===== src/rtl/stepper_step_gen.sv =====
// rtl/stepper_step_gen.sv - step/direction pulse generator for one stepper axis
module stepper_step_gen #(
    parameter int STEPS_W          = 16,
    parameter int PERIOD_W         = 24,
    parameter int DIR_SETUP_CYCLES = 100,
    parameter int MIN_HALF_PERIOD  = 2
) (
    input  logic                clock,
    input  logic                reset,
    input  logic                cmd_valid,
    output logic                cmd_ready,
    input  logic [STEPS_W-1:0]  cmd_steps,
    input  logic                cmd_dir,
    input  logic [PERIOD_W-1:0] cmd_half_period,
    input  logic                abort,
    output logic                step_out,
    output logic                dir_out,
    output logic                busy,
    output logic                done,
    output logic [STEPS_W-1:0]  steps_remaining
);

    localparam int SETUP_W = (DIR_SETUP_CYCLES < 1) ? 1 : $clog2(DIR_SETUP_CYCLES + 1);

    localparam logic [2:0] S_IDLE  = 3'd0;
    localparam logic [2:0] S_SETUP = 3'd1;
    localparam logic [2:0] S_HIGH  = 3'd2;
    localparam logic [2:0] S_LOW   = 3'd3;
    localparam logic [2:0] S_DONE  = 3'd4;

    localparam logic [PERIOD_W-1:0] H_MIN      = PERIOD_W'(MIN_HALF_PERIOD);
    localparam logic [PERIOD_W-1:0] P_ONE      = PERIOD_W'(1);
    localparam logic [STEPS_W-1:0]  S_ONE      = STEPS_W'(1);
    localparam logic [SETUP_W-1:0]  U_ONE      = SETUP_W'(1);
    localparam logic [SETUP_W-1:0]  SETUP_LAST = SETUP_W'(DIR_SETUP_CYCLES - 1);

    logic [2:0]          state;
    logic [PERIOD_W-1:0] half;
    logic [PERIOD_W-1:0] phase_cnt;
    logic [SETUP_W-1:0]  setup_cnt;
    logic                abort_pend;
    logic [PERIOD_W-1:0] half_clamped;
    logic                accept;
    logic                dir_change;

    assign half_clamped = (cmd_half_period < H_MIN) ? H_MIN : cmd_half_period;
    assign accept       = cmd_valid & cmd_ready;
    assign dir_change   = (cmd_dir != dir_out) && (DIR_SETUP_CYCLES > 0);

    // Phase counters load N-1 so a phase spans exactly N cycles ending on the zero edge.
    always_ff @(posedge clock or posedge reset) begin
        if (reset) begin
            state           <= S_IDLE;
            step_out        <= 1'b0;
            dir_out         <= 1'b0;
            busy            <= 1'b0;
            done            <= 1'b0;
            cmd_ready       <= 1'b0;
            steps_remaining <= '0;
            half            <= '0;
            phase_cnt       <= '0;
            setup_cnt       <= '0;
            abort_pend      <= 1'b0;
        end else begin
            case (state)
                S_IDLE: begin
                    if (accept) begin
                        cmd_ready       <= 1'b0;
                        steps_remaining <= cmd_steps;
                        half            <= half_clamped;
                        dir_out         <= cmd_dir;
                        abort_pend      <= 1'b0;
                        if (cmd_steps == '0) begin
                            state <= S_DONE;
                            done  <= 1'b1;
                            busy  <= 1'b0;
                        end else if (dir_change) begin
                            state     <= S_SETUP;
                            busy      <= 1'b1;
                            setup_cnt <= SETUP_LAST;
                        end else begin
                            state     <= S_HIGH;
                            busy      <= 1'b1;
                            step_out  <= 1'b1;
                            phase_cnt <= half_clamped - P_ONE;
                        end
                    end else begin
                        cmd_ready <= 1'b1;
                    end
                end
                S_SETUP: begin
                    if (abort) begin
                        state <= S_DONE;
                        done  <= 1'b1;
                        busy  <= 1'b0;
                    end else if (setup_cnt == '0) begin
                        state     <= S_HIGH;
                        step_out  <= 1'b1;
                        phase_cnt <= half - P_ONE;
                    end else begin
                        setup_cnt <= setup_cnt - U_ONE;
                    end
                end
                S_HIGH: begin
                    // An abort seen mid-pulse is remembered so the pulse still completes.
                    if (abort) begin
                        abort_pend <= 1'b1;
                    end
                    if (phase_cnt == '0) begin
                        step_out        <= 1'b0;
                        steps_remaining <= steps_remaining - S_ONE;
                        if (abort_pend || abort) begin
                            state <= S_DONE;
                            done  <= 1'b1;
                            busy  <= 1'b0;
                        end else begin
                            state     <= S_LOW;
                            phase_cnt <= half - P_ONE;
                        end
                    end else begin
                        phase_cnt <= phase_cnt - P_ONE;
                    end
                end
                S_LOW: begin
                    if (abort || (phase_cnt == '0 && steps_remaining == '0)) begin
                        state <= S_DONE;
                        done  <= 1'b1;
                        busy  <= 1'b0;
                    end else if (phase_cnt == '0) begin
                        state     <= S_HIGH;
                        step_out  <= 1'b1;
                        phase_cnt <= half - P_ONE;
                    end else begin
                        phase_cnt <= phase_cnt - P_ONE;
                    end
                end
                S_DONE: begin
                    state      <= S_IDLE;
                    done       <= 1'b0;
                    cmd_ready  <= 1'b1;
                    abort_pend <= 1'b0;
                end
                default: begin
                    state     <= S_IDLE;
                    step_out  <= 1'b0;
                    busy      <= 1'b0;
                    done      <= 1'b0;
                    cmd_ready <= 1'b0;
                end
            endcase
        end
    end

endmodule

===== config.mk =====
export PLATFORM = sky130hd
export DESIGN_NAME = stepper_step_gen
export DESIGN_NICKNAME = d
export VERILOG_FILES = /design/src/rtl/stepper_step_gen.sv
export SDC_FILE = /design/constraint.sdc
export NUM_CORES = 1
export LEC_CHECK = 0
export ABC_CLOCK_PERIOD_IN_PS = 3300
export BUFFER_PORTS_ARGS = -buffer_cell sky130_fd_sc_hd__buf_2
export CAP_MARGIN = 20
export CORE_ASPECT_RATIO = 0.9
export CORE_UTILIZATION = 38
export DETAILED_ROUTE_END_ITERATION = 12
export GPL_TIMING_DRIVEN = 0
export PLACE_DENSITY_LB_ADDON = 0.15
export SKIP_CTS_REPAIR_TIMING = 1
export SYNTH_ARGS = -nofsm -noshare
export SYNTH_HDL_FRONTEND = slang
export SYNTH_SLANG_ARGS = --single-unit
export TNS_END_PERCENT = 30

===== constraint.sdc =====
create_clock -name clock -period 3.3 [get_ports clock]
set_input_delay 0.33 -clock clock [delete_from_list [all_inputs] [get_ports clock]]
set_output_delay 0.33 -clock clock [all_outputs]
set_load 0.02 [all_outputs]

# Yosys cells after proc, flatten, opt, wreduce, memory -nomap -nowiden

Index checks and enable logic that the tools add are counted.

Equal/unequal tests: 23
Add/subtract/negate cells: 5
Mux-type cells: 57
Bitwise logic cells: 2
Reduce and logical (&&, ||, !) cells: 22
Order comparisons: 1

Operators with widths:

| cell                                                                   | number |
|---|---|
| 24-bit two-way mux                                                     | 10 |
| 24-bit case mux with 4 select lines                                    | 1 |
| 24-bit by 1-bit subtractor with 24-bit output (second input constant)  | 3 |
| 7-bit two-way mux                                                      | 5 |
| 16-bit logical NOT                                                     | 2 |
| 16-bit two-way mux                                                     | 2 |
| 16-bit case mux with 2 select lines                                    | 1 |
| 2-bit != test (second input constant)                                  | 15 |
| 24-bit logical NOT                                                     | 1 |
| 24-bit by 2-bit < comparator with 1-bit output (second input constant) | 1 |
| 3-bit two-way mux                                                      | 8 |
| 1-bit two-way mux                                                      | 22 |
| 6-bit AND reduction                                                    | 3 |
| 16-bit by 1-bit subtractor with 16-bit output (second input constant)  | 1 |
| 7-bit case mux with 2 select lines                                     | 1 |
| 3-bit case mux with 4 select lines                                     | 1 |
| 1-bit case mux with 5 select lines                                     | 2 |
| 3-bit != test (second input constant)                                  | 3 |
| 9-bit AND reduction                                                    | 1 |
| 8-bit AND reduction                                                    | 1 |
| 7-bit logical NOT                                                      | 1 |
| 7-bit by 1-bit subtractor with 7-bit output (second input constant)    | 1 |
| 3-bit by 2-bit == test with 1-bit output (second input constant)       | 2 |
| 1-bit case mux with 3 select lines                                     | 2 |
| other kinds (17)                                                       | 20 |

Bits in registers: 80
Output and inout bits: 21

# Depth between registers and ports, before layout

Depth after elaboration: 7
Mapped depth: 12

# Worst setup path after synthesis

Ideal clock, no wire load.

Path type: in2reg
From: input port cmd_half_period[20]
To: register phase_cnt[18]
Arrival time: 2.783 ns
Cell stages on the path: 11
Data required time: 3.170 ns
Slack: 0.387 ns
Cell sequence: or4_4 -> nor4_2 -> nand2_1 -> nand2_1 -> ha_1 -> nor3b_1 -> nand4_1 -> nor3_1 -> xor2_1 -> a222oi_1 -> a21oi_1

Word-level cells in the longest chain between the ends: 7

Ends and longest elaborated chain:

| element                                        | RTL line | source |
|---|---|---|
| start, declared                                | 14       | `input logic [PERIOD_W-1:0] cmd_half_period,` |
| 24-bit by 2-bit < comparator with 1-bit output | 46       | `assign half_clamped = (cmd_half_period < H_MIN) ? H_MIN : cmd_half_period;` |
| 24-bit two-way mux                             | 46       |  |
| 24-bit by 1-bit subtractor with 24-bit output  | 85       | `phase_cnt <= half_clamped - P_ONE;` |
| 24-bit two-way mux                             | 77       | `end else if (dir_change) begin` |
| 24-bit two-way mux                             | 73       | `if (cmd_steps == '0) begin` |
| 24-bit two-way mux                             | 67       | `if (accept) begin` |
| 24-bit case mux with 4 select lines            | 65       | `case (state)` |
| end signal, assigned                           | 85       |  |
| end signal, assigned                           | 99       | `phase_cnt <= half - P_ONE;` |
| end signal, assigned                           | 118      | `phase_cnt <= half - P_ONE;` |
| end, declared                                  | 39       | `logic [PERIOD_W-1:0] phase_cnt;` |

No other way between the ends. The select of a mux whose other input is x is not followed.
A chain may end at the register's enable or synchronous reset.

# Worst setup path after layout

From: register phase_cnt[0]
To: register phase_cnt[3]

Word-level cells in the longest chain between the ends: 5
Elaborated cells on any way between the ends: 11

Ends and longest elaborated chain:

| element |
|---|
| parallel branches: the longest is 5 deep, another holds 24-bit by 1-bit subtractor with 24-bit output |

Several ways; the timed one is not identified. The select of a mux whose other input is x is not followed.

==> metrics.csv <==
metric,value,unit
outcome,"complete, but fails checks",
failed_checks,hold timing,
timing.slew.headroom,28.1,%
antenna_cells,0,
wl,17800,um
skew,0.0119,ns
firstDrtPassIters,5,
worstSetupPathType,reg2reg,
final_area,6610,sq um
root_buffer,clkbuf_16,
finalSetupTns,0,ns
grt_pass1_wl,28900,um
clk_pin_slew,0.07,ns
totalPowerFinal,6.72,mW
r2r_cells,8,
die_area,15300,sq um
fin_util,46.4,%
synth_top_area_share,35.6,%
setup_viol,0,
yosysMostFrequentCell,dfrtp_1,
critPathCaptureType,flip-flop,
syn2layout_area_growth,17.4,%
cts_buffer_depth,2,
num-fill-cells,1465,
drt_iter0_drc,443,
synth_area,5630,sq um
synth-edff-count,0,
cts_tree,yes,
synth_area_leader_cell,dfrtp_1,
antenna_found_initial,0,
tightest_slew,1.07,ns
ioPinCount,66,
place_inst,909,
h-tree-depth,3,
die_h,117,um
clock-sinks,80,
critPathArrivalTime,3.41,ns
netlist_instances,650,
p_leak,2.50,nW
cp_max_fo,10,
ys_async_sr_fraction,100,%
syn_nets,701,
critical_path.reg2reg.startpoint,phase_cnt[0]$_DFFE_PP0P_,
cts-buffers-inserted,9,
slew_viol_final,0,
fmax,314,MHz
hold_viol_final,22,
rr_endpoint,phase_cnt[3]$_DFFE_PP0P_,
holdWs,-0.0115,ns
peakVddDrop,0.000399,V
place_congestion,0.911,
grt_pass1_vias,5315,
hpwl,13200,um
hp-class,in2async,
insertion_delay,0.35,ns
coreArea,14300,sq um
period_needed,3.19,ns
rsz0062_at_grt,true,
dr_total_vias,5709,
critPathLaunchType,flip-flop,
ys.flop_type,dfrtp_1,
required,3.53,ns
seq_area,2000,sq um
setup_ws,0.115,ns
grt_max_degree,51,
pre_cts_ws,-0.520,ns
maxCapViolCount,0,
nNetsFinal,781,
r2r_setup_slack,0.11,ns
ant_nets,0,
yosys.cell_types.count,67,
placed_area,6230,sq um
finalNonFillerCells,928,
min_period_over_period,96.5,%
power_density,1020,nW/um^2
synth_commonest_cells,"dfrtp_1, nor2_1, a21oi_1",
post_drt_wl_per_cell,19.2,um
drive_gt1_share,19.5,%
ys_top_cells_by_area,"dfrtp_1, mux2_2, xor2_1, a21oi_1, o21ai_0",
gr-total-overflow,0,
synth.ff_latch_count,80,
gr-usage-all-layers,24.5,%
multi_input_area,3470,sq um
initial_core_util,39.5,%
yosysWarnings,0,
vias_per_cell,6.15,
drc,0,
die_w,130,um
numPortBuffers,65,
num_rows,41,
synth_seq_area_share,35.6,%
avgSynthCellArea,8.66,sq um
registers in the layout, indices dropped and copies added, names as in the netlist:
name and flops:
busy 1, phase_cnt 24, abort_pend 1, steps_remaining 16, dir_out 1, step_out 1
cmd_ready 1, done 1, half 24, setup_cnt 7, state 3
critical path, cell delays in order (launching register included):
cell	delay (ns)
dfrtp_1	0.41
inv_1	0.08
ha_1	0.23
or4b_2	0.71
nor3_2	0.32
a21oi_1	0.32
clkbuf_1	0.36
a222oi_1	0.49
a21oi_1	0.13
metal layers:
layer,track usage (%),vias up,part of all wire [%]
met5,0,-,0
met4,8.58,0,2.4
met3,4.95,39,6.6
met2,36.1,199,45
met1,35.1,2826,46
li1,-,2645,-
worst max path at each step:
stage / start / endpoint / slack (ns) / cells after the start
floorplan: cmd_half_period[20] / phase_cnt[18]$_DFFE_PP0P_ / 0.39 / 11
global placement: cmd_half_period[20] / phase_cnt[18]$_DFFE_PP0P_ / -0.40 / 12
detailed placement: cmd_half_period[20] / phase_cnt[18]$_DFFE_PP0P_ / -0.52 / 12
CTS: phase_cnt[0]$_DFFE_PP0P_ / phase_cnt[16]$_DFFE_PP0P_ / -0.23 / 10
global route: phase_cnt[0]$_DFFE_PP0P_ / steps_remaining[11]$_DFFE_PP0P_ / -0.008 / 9
finish: phase_cnt[0]$_DFFE_PP0P_ / phase_cnt[3]$_DFFE_PP0P_ / 0.11 / 8
where the power goes:
group	switching (mW)	internal (mW)
registers	0.570	1.46
clock network	0.447	0.663
logic	2.21	1.36
total	3.23	3.49
cell families after synthesis:
family	share of synthesized area [%]
AO/OA/AOI/OAI	21.5
AND/OR/NAND/NOR	25.8
flip-flops	35.6
adder cells (fa/ha/maj)	1.33
buffers and inverters	3.44
multiplexers	5.20
XOR/XNOR	7.16
cell usage in the layout (no fill, tap or decap), drive strengths merged, types with 6 or more instances in the layout:
master	netlist	routed
a21oi	47	47
a22o	10	10
a31oi	7	7
buf	7	76
clkbuf	28	37
dfrtp	80	80
ha	6	6
inv	15	15
mux2	26	26
nand2	40	40
nand2b	8	8
nand3	24	24
nand4	11	11
nor2	51	51
nor3	34	34
nor4	29	29
nor4b	6	6
o211ai	8	8
o21ai	41	41
o22ai	6	6
o2bb2ai	7	7
o31ai	6	6
or2	6	6
or3	13	13
or4	19	19
xnor2	19	19
xor2	27	27
cell type report:
cell class | instances | area share, %
Timing Repair Buffer | 69 | 5.68
Inverter | 15 | 0.889
Sequential cell | 80 | 30.3
Tap cell | 193 | 3.65
Buffer | 35 | 2.08
Multi-Input combinational cell | 520 | 52.6
Clock inverter | 7 | 1.46
Clock buffer | 9 | 3.41
Power figures use the tool's default switching activity.
